--- src/rtl/addsub_pkg.sv ---
// ============================================================================
// Module      : addsub_pkg
// Description : Shared width, state and mode definitions for the add/sub family.
// Revision    : 1.0 - initial release
// ============================================================================
`default_nettype none

package addsub_pkg;

  localparam int ADDSUB_WIDTH = 6;

  typedef enum logic [1:0] {
    IDLE = 2'd0,
    RUN  = 2'd1,
    DONE = 2'd2
  } state_t;

  localparam logic MODE_ADD = 1'b0;
  localparam logic MODE_SUB = 1'b1;

endpackage : addsub_pkg

`default_nettype wire

--- src/rtl/addsub_operand_recover_serial_fa_bit.sv ---
// ============================================================================
// Module      : serial_fa_bit
// Description : Combinational 1-bit full adder used as the serial datapath slice.
// Revision    : 1.0 - initial release
// ============================================================================
`default_nettype none

module serial_fa_bit (
  input  logic a_i,
  input  logic b_i,
  input  logic cin_i,
  output logic sum_o,
  output logic cout_o
);

  assign sum_o  = a_i ^ b_i ^ cin_i;
  assign cout_o = (a_i & b_i) | (a_i & cin_i) | (b_i & cin_i);

endmodule : serial_fa_bit

`default_nettype wire

--- src/rtl/addsub_operand_recover.sv ---
// ============================================================================
// Module      : addsub_operand_recover
// Description : Bit-serial recovery of operand A from answer, b and mode s.
//               Optional operand compare enabled by ADDSUB_OPERAND_CHECK_EN.
// Revision    : 1.0 - initial release
// ============================================================================
`default_nettype none

module addsub_operand_recover
  import addsub_pkg::*;
#(
  parameter int WIDTH = ADDSUB_WIDTH
) (
  input  logic             clk,
  input  logic             rst_n,
  input  logic             start,
  input  logic [WIDTH-1:0] answer,
  input  logic [WIDTH-1:0] b,
  input  logic             s,
  output logic             busy,
  output logic             done,
  output logic [WIDTH-1:0] a_out,
  output logic             wrap
`ifdef ADDSUB_OPERAND_CHECK_EN
  ,
  input  logic [WIDTH-1:0] a_expected,
  output logic             mismatch
`endif
);

  localparam int            CW   = (WIDTH > 1) ? $clog2(WIDTH) : 1;
  localparam logic [CW-1:0] LAST = CW'(WIDTH - 1);

  state_t           state_q,  state_d;
  logic [WIDTH-1:0] ans_sr_q, ans_sr_d;
  logic [WIDTH-1:0] b_sr_q,   b_sr_d;
  logic [WIDTH-1:0] res_sr_q, res_sr_d;
  logic [WIDTH-1:0] a_out_q,  a_out_d;
  logic [CW-1:0]    cnt_q,    cnt_d;
  logic             mode_q,   mode_d;
  logic             carry_q,  carry_d;
  logic             wrap_q,   wrap_d;

  logic             bx;
  logic             sum_bit;
  logic             cout_bit;
  logic [WIDTH-1:0] result_final;

  // Subtraction is answer + ~b + 1, hence the inverted b and carry-in of ~s.
  assign bx           = b_sr_q[0] ^ ~mode_q;
  assign result_final = {sum_bit, res_sr_q[WIDTH-1:1]};

  serial_fa_bit u_fa (
    .a_i    (ans_sr_q[0]),
    .b_i    (bx),
    .cin_i  (carry_q),
    .sum_o  (sum_bit),
    .cout_o (cout_bit)
  );

`ifdef ADDSUB_OPERAND_CHECK_EN
  logic [WIDTH-1:0] exp_q, exp_d;
  logic             mismatch_q, mismatch_d;
`endif

  always_comb begin
    state_d  = state_q;
    ans_sr_d = ans_sr_q;
    b_sr_d   = b_sr_q;
    res_sr_d = res_sr_q;
    a_out_d  = a_out_q;
    cnt_d    = cnt_q;
    mode_d   = mode_q;
    carry_d  = carry_q;
    wrap_d   = wrap_q;
`ifdef ADDSUB_OPERAND_CHECK_EN
    exp_d      = exp_q;
    mismatch_d = mismatch_q;
`endif
    unique case (state_q)
      IDLE, DONE: begin
        if (start) begin
          state_d  = RUN;
          ans_sr_d = answer;
          b_sr_d   = b;
          res_sr_d = '0;
          mode_d   = s;
          carry_d  = ~s;
          cnt_d    = '0;
`ifdef ADDSUB_OPERAND_CHECK_EN
          exp_d    = a_expected;
`endif
        end else begin
          state_d = IDLE;
        end
      end
      RUN: begin
        ans_sr_d = ans_sr_q >> 1;
        b_sr_d   = b_sr_q >> 1;
        res_sr_d = result_final;
        carry_d  = cout_bit;
        cnt_d    = cnt_q + 1'b1;
        if (cnt_q == LAST) begin
          state_d = DONE;
          a_out_d = result_final;
          // For subtract the carry is an inverted borrow.
          wrap_d  = (mode_q == MODE_SUB) ? cout_bit : ~cout_bit;
`ifdef ADDSUB_OPERAND_CHECK_EN
          mismatch_d = (result_final != exp_q);
`endif
        end
      end
      default: state_d = IDLE;
    endcase
  end

  always_ff @(posedge clk) begin
    if (!rst_n) begin
      state_q  <= IDLE;
      ans_sr_q <= '0;
      b_sr_q   <= '0;
      res_sr_q <= '0;
      a_out_q  <= '0;
      cnt_q    <= '0;
      mode_q   <= 1'b0;
      carry_q  <= 1'b0;
      wrap_q   <= 1'b0;
    end else begin
      state_q  <= state_d;
      ans_sr_q <= ans_sr_d;
      b_sr_q   <= b_sr_d;
      res_sr_q <= res_sr_d;
      a_out_q  <= a_out_d;
      cnt_q    <= cnt_d;
      mode_q   <= mode_d;
      carry_q  <= carry_d;
      wrap_q   <= wrap_d;
    end
  end

`ifdef ADDSUB_OPERAND_CHECK_EN
  always_ff @(posedge clk) begin
    if (!rst_n) begin
      exp_q      <= '0;
      mismatch_q <= 1'b0;
    end else begin
      exp_q      <= exp_d;
      mismatch_q <= mismatch_d;
    end
  end

  assign mismatch = mismatch_q;
`endif

  assign busy  = (state_q == RUN);
  assign done  = (state_q == DONE);
  assign a_out = a_out_q;
  assign wrap  = wrap_q;

endmodule : addsub_operand_recover

`default_nettype wire

--- config.mk ---
export PLATFORM = sky130hd
export DESIGN_NAME = addsub_operand_recover
export DESIGN_NICKNAME = d
export VERILOG_FILES = /design/src/rtl/addsub_pkg.sv /design/src/rtl/addsub_operand_recover_serial_fa_bit.sv /design/src/rtl/addsub_operand_recover.sv
export SDC_FILE = /design/constraint.sdc
export NUM_CORES = 1
export LEC_CHECK = 0
export BUFFER_PORTS_ARGS = -buffer_cell sky130_fd_sc_hd__buf_4
export CAP_MARGIN = 20
export CORE_MARGIN = 10
export CORE_UTILIZATION = 50
export DETAILED_ROUTE_END_ITERATION = 12
export HOLD_SLACK_MARGIN = 0.03
export PLACE_DENSITY = 0.73
export SKIP_CTS_REPAIR_TIMING = 1
export SYNTH_ARGS = -nofsm -noshare
export SYNTH_HDL_FRONTEND = slang
export SYNTH_SLANG_ARGS = --single-unit
--- constraint.sdc ---
create_clock -name clk -period 1.6 [get_ports clk]
set_input_delay 0.32 -clock clk [delete_from_list [all_inputs] [get_ports clk]]
set_output_delay 0.32 -clock clk [all_outputs]
set_load 0.02 [all_outputs]
## After elaboration in Yosys (flattened, before gate mapping)

Cells that the tools add are included.
W data, S select, Z words.

- ROM bits: 0
- Latch bits: 0
- Word-level logic and storage cells: 46
- Input port bits: 16
- Output and inout bits: 9
- Register bits after elaboration: 32
- Bits in writable memories: 0
- Memories: 0

- $add $sub $neg: 1
- Div/mod/pow operators: 0
- Order comparisons: 0
- $mul: 0
- Multiplexer cells: 14
- Shift-type cells: 0
- Reductions and logical operators: 6
- Equal/unequal tests: 5
- Bitwise operators: 11

Operator list:

| cell | number |
|---|---|
| $pmux W6 S2 | 3 |
| $mux W6 | 3 |
| $pmux W3 S2 | 1 |
| $reduce_and A2 Y1 | 3 |
| $pmux W2 S2 | 1 |
| $add A3 B1 Y3 const B | 1 |
| $and A1 B1 Y1 | 3 |
| $eq A3 B3 Y1 const B | 1 |
| $mux W1 | 3 |
| $mux W3 | 1 |
| $not A1 Y1 | 3 |
| $xor A1 B1 Y1 | 3 |
| $eq A2 B1 Y1 const B | 1 |
| $eq A2 B2 Y1 const B | 1 |
| $logic_not A2 Y1 | 1 |
| $mux W2 | 1 |
| $ne A2 B1 Y1 const B | 1 |
| $ne A2 B2 Y1 const B | 1 |
| $or A1 B1 Y1 | 2 |
| $pmux W1 S2 | 1 |
| $reduce_bool A2 Y1 | 1 |
| $reduce_or A2 Y1 | 1 |

## Longest topological paths before layout

- Word-level depth: 7
- Depth in mapped cells: 6
- Gate-level depth less buffers: 5

## Hierarchy

From an unflattened synthesis, not the netlist that was laid out.

- Cell total of the unflattened synthesis: 154
- Area total of the unflattened synthesis: 1,343.8 sq um

By module, submodules not included:

| module | seq. area each (sq um) | cells each | area an instance (sq um) | times used |
|---|---|---|---|---|
| addsub_operand_recover | 620.6 | 153 | 1,323.8 | 1 |
| serial_fa_bit | 0.0 | 1 | 20.0 | 1 |

## Least setup slack after synthesis

Ideal clock, no wire load.

- Path kind: reg2reg
- From: register mode_q
- To: register res_sr_q[5]
- Slack: 0.307 ns
- Arrival: 1.178 ns
- Path buffers: 0
- Required time: 1.485 ns
- Period minus slack after synthesis: 1.293 ns
- Stages on the path, launching flop included: 5
- Path through: dfxtp_1 xor2_1 fa_1 nor2_1 o21a_1

- Word-level cells in the longest chain between the ends: 5

RTL lines:

| element | RTL line | RTL |
|---|---|---|
| from (decl) | addsub_operand_recover.sv:40 | `logic mode_q, mode_d;` |
| from (signal assigned) | addsub_operand_recover.sv:135 | `mode_q <= mode_d;` |
| $not A1 Y1 | addsub_operand_recover.sv:50 | `assign bx = b_sr_q[0] ^ ~mode_q;` |
| $xor A1 B1 Y1 | addsub_operand_recover.sv:50 |  |
| $xor A1 B1 Y1 (2 in series) | addsub_operand_recover_serial_fa_bit.sv:16 | `assign sum_o = a_i ^ b_i ^ cin_i;` |
| $pmux W6 S2 | addsub_operand_recover.sv:80 | `unique case (state_q)` |
| to (signal assigned) | addsub_operand_recover.sv:132 | `res_sr_q <= res_sr_d;` |
| to (decl) | addsub_operand_recover.sv:37 | `logic [WIDTH-1:0] res_sr_q, res_sr_d;` |

Every way passes these cells.
A chain may end at the register's enable or synchronous reset.

## Worst setup path in the final report

- From: register cnt_q[1]
- To: register a_out_q[0] (netlist: a_out[0])

- Word-level cells in the longest chain between the ends: 2

RTL lines:

| element | RTL line | RTL |
|---|---|---|
| from (decl) | addsub_operand_recover.sv:39 | `logic [CW-1:0] cnt_q, cnt_d;` |
| from (signal assigned) | addsub_operand_recover.sv:134 | `cnt_q <= cnt_d;` |
| $eq A3 B3 Y1 | addsub_operand_recover.sv:103 | `if (cnt_q == LAST) begin` |
| $reduce_and A2 Y1 (no line) | -- |  |
| to (signal assigned) | addsub_operand_recover.sv:133 | `a_out_q <= a_out_d;` |
| to (decl) | addsub_operand_recover.sv:38 | `logic [WIDTH-1:0] a_out_q, a_out_d;` |

Every way passes these cells.

==> results.ini <==
[power_and_ir_drop]
p_int_mw = 1.109
pwr-share-clk = 0.309
comb_power_share = 0.134
power_frac_seq = 0.557
p_leak_nw = 0.6621
p_switching_uw = 389.0
vdd_drop_max_mv = 0.5879
p_per_area_nw_per_um2 = 953.8
switching_share = 0.2598

[worst_setup_path]
worstPathRequired_ps = 1830
critPathTopFamily = simple AND/OR/NAND/NOR gates
critPathLaunchType = flop
max_stage_delay_ps = 480
arrival_ps = 1680
crit_path_top_delay_cell = and4b_1
path_cells = inv_1 > ha_1 > and4b_1 > mux2i_1 > nor2b_1
r2r-start = cnt_q[1]
cp-startpoint = cnt_q[1]
critPathCaptureType = flop
path_max_fanout = 10
path_buf_inv = 1
worstSetupPathType = flop to flop

[cts]
clk_latency_ps = 330
root_buffer = clkbuf_4
clk_pin_slew_ps = 90
tritoncts = yes
cts.sinks = 31
cts_inserted_buffers = 5
htreeDepth = 2
clockBufferDepth = 2

[sta]
max_freq_ghz = 0.6904
post-route-period-util = 0.9053
tightest_slew_ps = 439.7
setup_slack_ps = 151.5
setup_viol = 0
clock_skew_ps = 3.863
rsz0062_at_grt = no
hold_viol = 0
drv_slew = 0
fin_crit_ps = 1449
slew_headroom = 0.7066

[die]
die_w_um = 71.87
num_rows = 18
pin_count = 25
die_area_um2 = 5165
initial_core_util = 0.5332
core_area_um2 = 2522
chipHeight_um = 71.87

[route]
ant_nets = 0
drc_errors = 0
drt_iter0_markers = 60
vias = 1061
firstDrtPassIters = 4
routed_wl_mm = 2.566
wl_per_cell_um = 12.70
vias_per_cell = 5.252

[yosys]
avgSynthCellArea_um2 = 8.967
synth.area.mux_share = 0.03721
syn_nets = 169
syn_area_um2 = 1345
synthSimpleGateAreaFrac = 0.2019
ys.warnings.count = 0
synth-compound-area-share = 0.1740
synth-seq-cells = 31
synth_top_area_frac = 0.4614
synth_top_family_by_area = simple AND/OR/NAND/NOR gates
synthAdderAreaFrac = 0.03349
synth_xor_area_frac = 0.01953
synth_cell_types = 32
yosysTopAreaCell = dfxtp_1
ys_top_cells_by_area = dfxtp_1, nand2_1, a31oi_1
syn_inst = 150
synth_sequential_area_ratio = 0.4614

[finish]
final_nets = 191
drive_gt1_frac = 0.2209
postLayoutCoreUtil = 0.6225
diodes = 0
fin_cells = 202
final_area_um2 = 1570
synthToLayoutAreaGrowth_pct = 16.74
nFillCells = 237

[placement]
place_congestion = 0.7491
port_buffers = 24
dpl.hpwl_mm = 1.805
pre_cts_slack_ps = 154.4
place_inst = 195
dpl-instance-area_um2 = 1503

[global_route]
grt_max_degree = 32
grt_first_pass_wirelength_mm = 4.457
grt_pass1_vias = 1025
grtUsageTotal = 0.1042
antenna_found_initial = 0
overflow = 0

[min_path]
min_path_type = input port to flop
hp-start = b[5]

[run_status]
status = finished clean

[run]
maxCapViolCount = 0

## power by group through the flow
stage | registers, mW | clock network, mW | logic [mW]
2_1_floorplan | 0.846 | 0 | 0.151
3_3_place_gp | 0.850 | 0 | 0.196
3_5_place_dp | 0.851 | 0 | 0.201
4_1_cts | 0.833 | 0.478 | 0.202
5_1_grt | 0.841 | 0.516 | 0.229
6_report | 0.834 | 0.462 | 0.201
## worst paths after layout
kind | end | slack, ps | cells past startpoint
setup reg to reg | a_out[0] | 150 | 5
setup / recovery | a_out[0] | 150 | 5
hold reg to reg | ans_sr_q[5] | 470 | 2
hold / removal | b_sr_q[5] | 240 | 3
## per-stage QoR
step	total power, mW	hold WS [ps]	setup TNS [ps]
6_report	1.498	239.4	0
3_3_place_gp	1.046	452.8	0
4_1_cts	1.512	226.0	-95.38
2_1_floorplan	0.9971	439.0	0
3_5_place_dp	1.052	457.0	0
5_1_grt	1.585	231.4	0
## area by class of cell
cell class | instances | area (um^2) | share of cell area
tap | 30 | 37.54 | 0.02390
timing repair buffer | 27 | 202.7 | 0.1291
clock buffer | 6 | 51.30 | 0.03267
inverter | 4 | 17.52 | 0.01116
multi-input combinational | 103 | 634.4 | 0.4040
sequential | 31 | 621.8 | 0.3960
clock inverter | 1 | 5.005 | 0.003187
## logic make-up after synthesis
logic type,Yosys count
fa+ha+maj,3
flops,31
xor+xnor,3
buf+inv,16
simple gates,56
compound gates,36
mux,5
## flip-flops by register name, summed over array words and instances (netlist names)
| register | count |
|---|---|
| res_sr_q | 5 |
| b_sr_q | 6 |
| ans_sr_q | 6 |
| cnt_q | 3 |
| carry_q | 1 |
| mode_q | 1 |
| a_out | 6 |
| state_q | 2 |
| wrap | 1 |
## placed cells by master (no fill, tap or decap), types with 2 or more instances in the layout
master	Yosys	layout
nand3_1	6	6
xnor2_1	2	2
mux2i_1	5	5
a31oi_1	10	10
a21boi_1	7	7
inv_1	3	3
and3_1	3	3
nand2b_4	1	2
nor2_1	3	3
ha_1	2	2
buf_4	3	27
o21ai_0	8	8
o21a_1	5	5
clkbuf_4	0	5
o21ai_1	2	2
nand2_1	30	30
dfxtp_1	31	30
o211a_1	2	2
nor2b_1	6	6
nor3_1	2	2
## cell usage after synthesis, drive strengths merged
library cell / n
and2: 1
o211a: 2
nor3: 2
nor2b: 6
and2b: 1
nand3: 6
xor2: 1
a21boi: 7
fa: 1
a21oi: 1
o21a: 5
ha: 2
o22ai: 1
buf: 9
and3: 3
nor2: 3
inv: 4
xnor2: 2
mux2i: 5
nand3b: 1
and4b: 1
nand2b: 2
nand2: 30
clkbuf: 3
o21ai: 10
dfxtp: 31
a31oi: 10
## worst min-delay path, stage by stage
cell      delay, ps
buf_4           110
nand2_1          50
a21boi_1         50
## layer usage
metal | vias up | wire, um | track usage
met5 | - | 0 | 0
met4 | 0 | 48 | 0.06452
met3 | 5 | 120 | 0.03719
met2 | 17 | 1211 | 0.1637
met1 | 489 | 1186 | 0.1175
li1 | 550 | - | -
No activity file was read; power rests on OpenSTA's default activity.
